**config.mk**
```make
export PLATFORM = sky130hd
export DESIGN_NAME = pipe_rx_sync_flat
export DESIGN_NICKNAME = d
export VERILOG_FILES = /design/src/rtl/pipe_rx_sync_if.sv /design/src/rtl/pipe_rx_sync.sv /design/src/flat_wrapper.sv
export SDC_FILE = /design/constraint.sdc
export NUM_CORES = 1
export LEC_CHECK = 0
export CAP_MARGIN = 20
export CORE_MARGIN = 1.5
export CORE_UTILIZATION = 35
export CTS_CLUSTER_DIAMETER = 150
export DETAILED_ROUTE_END_ITERATION = 12
export GPL_ROUTABILITY_DRIVEN = 0
export PLACE_DENSITY = 0.68
export SYNTH_ARGS = -nofsm -noshare
export SYNTH_HDL_FRONTEND = slang
export SYNTH_SLANG_ARGS = --single-unit
```
**constraint.sdc**
```tcl
create_clock -name clk -period 2.55 [get_ports clk]
set_input_delay 0.765 -clock clk [delete_from_list [all_inputs] [get_ports clk]]
set_output_delay 0.765 -clock clk [all_outputs]
set_load 0.01 [all_outputs]
```
**src/rtl/pipe_rx_sync_if.sv**
```systemverilog
// Bundle between the async pipeline tail, the sync receiver and its clocked consumer.
// The slave modport is the receiver; the master modport drives pipeline/consumer inputs.
`timescale 1ns/1ps
interface pipe_rx_sync_if #(
  parameter int DW    = 3,
  parameter int DEPTH = 4
) ();
  localparam int CW = $clog2(DEPTH + 1);

  logic          req_in;
  logic [DW-1:0] data_in;
  logic          ack_out;
  logic          out_valid;
  logic          out_ready;
  logic [DW-1:0] out_data;
  logic [CW-1:0] count;

  modport slave (
    input  req_in, data_in, out_ready,
    output ack_out, out_valid, out_data, count
  );

  modport master (
    output req_in, data_in, out_ready,
    input  ack_out, out_valid, out_data, count
  );
endinterface

```
**src/rtl/pipe_rx_sync.sv**
```systemverilog
// Closes the four-phase pipeline handshake in the clk domain; ack after SYNC_STAGES+1 edges.
// Tokens land in a show-ahead FIFO; when full the ack is withheld so the pipeline stalls.
`timescale 1ns/1ps
module pipe_rx_sync #(
  parameter int DW          = 3,
  parameter int DEPTH       = 4,
  parameter int SYNC_STAGES = 2
) (
  input  logic            clk,
  input  logic            rst,
  pipe_rx_sync_if.slave   if_rx
);
  localparam int PW = $clog2(DEPTH);
  localparam int CW = $clog2(DEPTH + 1);

  typedef enum logic {ST_IDLE, ST_ACK} state_t;

  logic [SYNC_STAGES-1:0] r_sync;
  state_t                 r_state;
  state_t                 w_state_nxt;
  logic                   r_ack;
  logic [DW-1:0]          r_mem [DEPTH];
  logic [PW-1:0]          r_wptr;
  logic [PW-1:0]          r_rptr;
  logic [CW-1:0]          r_count;
  logic                   w_req_s;
  logic                   w_full;
  logic                   w_push;
  logic                   w_pop;

  always_ff @(posedge clk or negedge rst) begin
    if (!rst) begin
      r_sync <= '0;
    end else begin
      r_sync <= {r_sync[SYNC_STAGES-2:0], if_rx.req_in};
    end
  end

  assign w_req_s = r_sync[SYNC_STAGES-1];
  // Full is judged on the pre-edge count, so a same-edge pop defers the push by one edge.
  assign w_full  = (r_count == CW'(DEPTH));
  assign w_pop   = (r_count != '0) && if_rx.out_ready;

  always_comb begin
    w_state_nxt = r_state;
    w_push      = 1'b0;
    case (r_state)
      ST_IDLE: begin
        if (w_req_s && !w_full) begin
          w_push      = 1'b1;
          w_state_nxt = ST_ACK;
        end
      end
      ST_ACK: begin
        if (!w_req_s) begin
          w_state_nxt = ST_IDLE;
        end
      end
      default: w_state_nxt = ST_IDLE;
    endcase
  end

  always_ff @(posedge clk or negedge rst) begin
    if (!rst) begin
      r_state <= ST_IDLE;
      r_ack   <= 1'b0;
    end else begin
      r_state <= w_state_nxt;
      r_ack   <= (w_state_nxt == ST_ACK);
    end
  end

  always_ff @(posedge clk or negedge rst) begin
    if (!rst) begin
      r_wptr  <= '0;
      r_rptr  <= '0;
      r_count <= '0;
    end else begin
      if (w_push) begin
        r_wptr <= r_wptr + PW'(1);
      end
      if (w_pop) begin
        r_rptr <= r_rptr + PW'(1);
      end
      case ({w_push, w_pop})
        2'b10:   r_count <= r_count + CW'(1);
        2'b01:   r_count <= r_count - CW'(1);
        default: r_count <= r_count;
      endcase
    end
  end

  always_ff @(posedge clk) begin
    if (w_push) begin
      r_mem[r_wptr] <= if_rx.data_in;
    end
  end

  assign if_rx.ack_out   = r_ack;
  assign if_rx.out_valid = (r_count != '0);
  assign if_rx.out_data  = r_mem[r_rptr];
  assign if_rx.count     = r_count;
endmodule

```
**src/flat_wrapper.sv**
```systemverilog
// flat-port wrapper written by rule: the top's interface ports become plain ports
module pipe_rx_sync_flat 
#(
  parameter int DW          = 3,
  parameter int DEPTH       = 4,
  parameter int SYNC_STAGES = 2
)
  (clk, rst, if_rx_req_in, if_rx_data_in, if_rx_out_ready, if_rx_ack_out, if_rx_out_valid, if_rx_out_data, if_rx_count);
  pipe_rx_sync_if #(.DW(DW), .DEPTH(DEPTH)) if_rx_i ();
  input  logic clk;
  input  logic rst;
  input wire logic [$bits(if_rx_i.req_in)-1:0] if_rx_req_in;
  input wire logic [$bits(if_rx_i.data_in)-1:0] if_rx_data_in;
  input wire logic [$bits(if_rx_i.out_ready)-1:0] if_rx_out_ready;
  output wire logic [$bits(if_rx_i.ack_out)-1:0] if_rx_ack_out;
  output wire logic [$bits(if_rx_i.out_valid)-1:0] if_rx_out_valid;
  output wire logic [$bits(if_rx_i.out_data)-1:0] if_rx_out_data;
  output wire logic [$bits(if_rx_i.count)-1:0] if_rx_count;
  assign if_rx_i.req_in = if_rx_req_in;
  assign if_rx_i.data_in = if_rx_data_in;
  assign if_rx_i.out_ready = if_rx_out_ready;
  assign if_rx_ack_out = if_rx_i.ack_out;
  assign if_rx_out_valid = if_rx_i.out_valid;
  assign if_rx_out_data = if_rx_i.out_data;
  assign if_rx_count = if_rx_i.count;
  pipe_rx_sync #(.DW(DW), .DEPTH(DEPTH), .SYNC_STAGES(SYNC_STAGES)) u_core (.clk(clk), .rst(rst), .if_rx(if_rx_i));
endmodule
```
[Word-level counts from Yosys, hierarchy flattened]
Memory sizes are Yosys's and may differ from the RTL's.
Index checks and enable logic that the tools add are counted.
Storage, ports and cells
  bits in registers: 10
  memory bits (writable): 12
  bits of input ports: 7
  output and inout port bits: 8
  logic and storage cells: 26
  memories kept: 1
Memories
  u_core.r_mem: depth 4, bits a word 3, read ports 1, clocked after Yosys merged registers in 0, write ports 1, RTL line pipe_rx_sync.sv:22  | logic [DW-1:0] r_mem [DEPTH];
Cells by class
  add/subtract/negate cells: 4
  eq/ne operators: 3
  mux-type cells: 7
  bitwise gates (word level): 1
  reductions and logical operators: 5
Operator list (count)
  3-bit case mux with 2 select lines: 1
  1-bit two-way mux: 5
  2-bit by 1-bit adder with 2-bit output (second input constant): 2
  3-bit by 1-bit adder with 3-bit output (second input constant): 1
  3-bit == test (second input constant): 1
  3-bit nonzero test: 1
  3-bit by 1-bit subtractor with 3-bit output (second input constant): 1
  2-bit by 1-bit == test with 1-bit output (second input constant): 1
  2-bit == test (second input constant): 1
  1-bit logical AND: 2
  1-bit case mux with 2 select lines: 1
  2-bit nonzero test: 1
  1-bit zero test: 1
  1-bit NOT: 1

[Logic depth before layout (Yosys ltp)]
  depth in word-level cells: 7
  mapped depth: 10
  depth with buffers taken out: 9

[Worst setup path after synthesis]
No wires, ideal clock.
  path kind: reg-to-reg
  start: reg u_core.r_count[0], in the netlist u_core.if_rx.count[0]
  end: reg u_core.r_count[2], in the netlist u_core.if_rx.count[2]
  setup time: 79 ps
  arrival: 2124 ps
  data required time: 2471 ps
  path slack: 347 ps
  cell stages (with the launch flop): 11
  buffers on the path: 1
  period minus slack after synthesis: 2203 ps
  cell sequence: dfrtp_1 -> or3b_1 -> and3b_1 -> buf_6 -> inv_1 -> ha_1 -> inv_1 -> fa_1 -> xor2_1 -> nor2_1 -> xor2_1
Between the ends
  longest elaborated chain between the ends: 7
  elaborated cells on any way between the ends: 13
  those cells by class: 2 x add/sub; 3 x eq/ne; 3 x mux; 5 x reduce/logical
RTL lines
  start, declared: RTL line pipe_rx_sync.sv:25  | logic [CW-1:0] r_count;
  start signal, assigned: RTL line pipe_rx_sync.sv:86  | 2'b10: r_count <= r_count + CW'(1);
  start signal, assigned: RTL line pipe_rx_sync.sv:87  | 2'b01: r_count <= r_count - CW'(1);
  start signal, assigned: RTL line pipe_rx_sync.sv:88  | default: r_count <= r_count;
  3-bit == test: RTL line pipe_rx_sync.sv:41  | assign w_full = (r_count == CW'(DEPTH));
  1-bit zero test: RTL line pipe_rx_sync.sv:49  | if (w_req_s && !w_full) begin
  1-bit logical AND: RTL line pipe_rx_sync.sv:49
  1-bit two-way mux: RTL line pipe_rx_sync.sv:49
  1-bit two-way mux: RTL line pipe_rx_sync.sv:47  | case (r_state)
  2-bit by 1-bit == test with 1-bit output or 2-bit == test (tied branches): RTL line pipe_rx_sync.sv:85  | case ({w_push, w_pop})
  3-bit case mux with 2 select lines or 2-bit nonzero test (tied branches)
Parallel ways exist; a longest one is shown, timed or not.
A chain may end at the register's enable or synchronous reset.

[Worst setup path after layout]
  start: reg u_core.r_rptr[0]
  end: out if_rx_out_data[0]
Between the ends
  longest elaborated chain between the ends: 1
RTL lines
  start, declared: RTL line pipe_rx_sync.sv:24  | logic [PW-1:0] r_rptr;
  start signal, assigned: RTL line pipe_rx_sync.sv:83  | r_rptr <= r_rptr + PW'(1);
  memory 4 x 3 bit
  end, declared: RTL line flat_wrapper.sv:17  | output wire logic [$bits(if_rx_i.out_data)-1:0] if_rx_out_data;
No other way between the ends.

==> flow_summary.toml <==
[outcome]
outcome = "finished clean"

[yosys]
netlist_area_um2 = 955
synth.most_common_cell = "edfxtp_1"
ys_types = 21
synth.yosys.warnings = 0
synth_common_cells = "edfxtp_1 (12), dfrtp_1 (10), inv_1 (6), ha_1 (5)"
synth_largest_area_cell = "edfxtp_1"
ys_ff_latch = 22
synth_area_leaders = "edfxtp_1 (38%), dfrtp_1 (26%), mux4_2 (7.1%), ha_1 (6.6%), xnor2_1 (2.8%)"
synth_ff_type = "edfxtp_1"
syn_nets = 71
synth_edf_count = 12
seq_area_frac_synth = 0.640
syn_avg_cell_area_um2 = 16.5
synthArstFlopShare = 0.455
synth_top_area_frac = 0.377
syn_inst = 58

[sta]
fmax_mhz = 405
rsz0062_at_grt = "false"
fin_tns_setup_ns = 0
setup_slack_ns = 0.0808
fin_worst_skew_ns = 0.00375
layout_min_cycle_time_ns = 2.47
drv_slew = 0
worstMarginPinSlew_ns = 0.455
final-hold-violation-count = 0
max_slew_margin = 0.696
setup_viol = 0
post-route-period-util = 0.968

[grt]
grt_max_degree = 14
grt_overflow = 0
use_met2 = 0.158
grtUsageMet1 = 0.131
use_met3 = 0.0164
busiest_layer = "met2"
gr-usage-all-layers = 0.103
grt_pass1_vias = 504
grt_pass1_wl_um = 2370
antenna_found_initial = 0

[critical_path]
cpPeakStageDelay_ns = 0.50
regToRegSetupSlack_ns = 0.26
crit_chain = "mux4_2 -> clkdlybuf4s50_1"
crit_buf_inv = 1
cp_top_family = "multiplexers"
worstSetupEndpointType = "output port"
setup.worst_path.start_class = "flip-flop"
worstPathMaxFanout = 3
cp.arrival_ns = 1.70
cp_slowest_cell = "mux4_2"
crit_required_ns = 1.79
worstSetupPathType = "flip-flop to output port"

[clocking]
numCtsBuffers = 3
cts_sinks = 22
cts_tree = "yes"
htreeDepth = 1
clock_path_buffers = 2
clockRootBuffer = "clkbuf_4"
worst_skew_pair.late_latency_ns = 0.31
clk_pin_slew_worst_paths_ns = 0.12

[placement]
dp_hpwl_um = 984
pre_cts_ws_ns = 0.0521
place_area_um2 = 1120
dp.cells = 100
io_buffers = 14

[drt]
routed_wl_um = 1360
vias = 483
first_pass_iters = 3
drc = 0
drt-vias-per-instance = 4.56
drt_iter0_markers = 4
post_drt_wl_per_cell_um = 12.8
ant_nets = 0

[finish]
drive_gt1_frac = 0.224
layout.cells.non_filler = 106
num_antenna_cells = 0
nets = 90
areaGrowthSynthToFinish_pct = 24.2
fillCellCount = 232
design_area_um2 = 1190

[die]
boundaryPins = 15
core_area_um2 = 2520
die_h_um = 55.2
die_w_um = 55.2
die-area_um2 = 3050
initial_utilization = 0.378
num_rows = 18

[power_and_ir_drop]
peakVddDrop_uv = 446
leakage_nw = 0.476
p_total_mw = 1.31
pwr_density_cell_nw_per_um2 = 1100

[hold_path]
worstHoldPathType = "flip-flop to flip-flop"

[flow_run]
cap_violations = 0
==> routing by layer <==
| layer | vias to the layer above | wire [µm] |
|---|---|---|
| met2 | 9 | 662 |
| met4 | 0 | 46 |
| li1 | 235 | - |
| met5 | - | 0 |
| met3 | 5 | 38 |
| met1 | 234 | 610 |
==> power breakdown <==
part | internal [mW] | switching, mW | leakage [nW]
sequential | 0.469 | 0.0831 | 0.224
clock | 0.159 | 0.105 | 0.0279
combinational | 0.292 | 0.197 | 0.225
total | 0.920 | 0.386 | 0.476
==> cells by family after synthesis <==
logic type,count (synthesis),synth area share
adders and majority gates,6,0.0865
xor gates and xnor gates,6,0.0551
buffers and inverters,8,0.0393
muxes,5,0.0970
AOI/OAI and AO/OA,2,0.0184
and+or+nand+nor,9,0.0642
DFF,22,0.640
==> final timing paths <==
check,start,to,cells past startpoint
worst max-delay path,u_core.r_rptr[0],if_rx_out_data[0],2
worst min-delay path,u_core.r_sync[0],u_core.r_sync[1],0
worst max register to register,u_core.if_rx.count[0],u_core.if_rx.count[2],9
worst min register to register,u_core.r_sync[0],u_core.r_sync[1],0
max in group asynchronous,rst,u_core.r_rptr[0],1
min in group asynchronous,rst,u_core.r_rptr[1],1
==> registers in the layout, summed over array words and instances (netlist names) <==
register            count
u_core.if_rx.count      3
u_core.r_mem           12
u_core.r_rptr           2
u_core.r_state          1
u_core.r_sync           2
u_core.r_wptr           2
==> final cells by class <==
cell class                 instances  area (µm²)  area share
clock buffer                       3        22.5      0.0190
multi-input combinational         28         307       0.258
inverter                           6        22.5      0.0190
timing repair buffer              16         154       0.130
sequential                        22         613       0.517
clock inverter                     1        30.0      0.0253
tap                               30        37.5      0.0316
==> through the flow <==
| stage | hold WS (ns) | utilization |
|---|---|---|
| 6_report | 0.362 | 0.470 |
| 5_1_grt | 0.367 | 0.470 |
| 4_1_cts | 0.366 | 0.467 |
| 3_5_place_dp | 0.337 | 0.443 |
| 3_3_place_gp | 0.340 | 0.443 |
| 2_1_floorplan | 0.331 | - |
==> layout by cell type, fill, tap and decap left out, drive strengths merged <==
cell type      count
mux2               1
inv                6
fa                 1
clkbuf             3
xnor2              3
xor2               3
dlygate4sd2        1
ha                 5
bufinv             1
edfxtp            12
o21a               1
dfrtp             10
nor2               1
clkdlybuf4s50     13
and2               4
mux2i              1
mux4               3
buf                2
o31a               1
and3b              1
or3b               1
or3                1
nand2              1
==> worst register-to-register path, stage by stage, from the launching register on <==
cell and delay, ns:
dfrtp_2 0.46, or3b_1 0.41, and3b_1 0.26, inv_1 0.08, ha_1 0.17, inv_1 0.06
fa_1 0.37, xor2_1 0.15, nor2_1 0.11, xor2_1 0.14
==> timing repair <==
| item | in CTS | in global routing |
|---|---|---|
| hold buffers | 0 | 0 |
| setup endpoints to repair | 3 | 3 |
| resized for setup | 2 | 1 |
| gates cloned | 0 | 0 |
| buffers inserted | 1 | 1 |
Note: power is estimated with default switching activity, not from simulation.
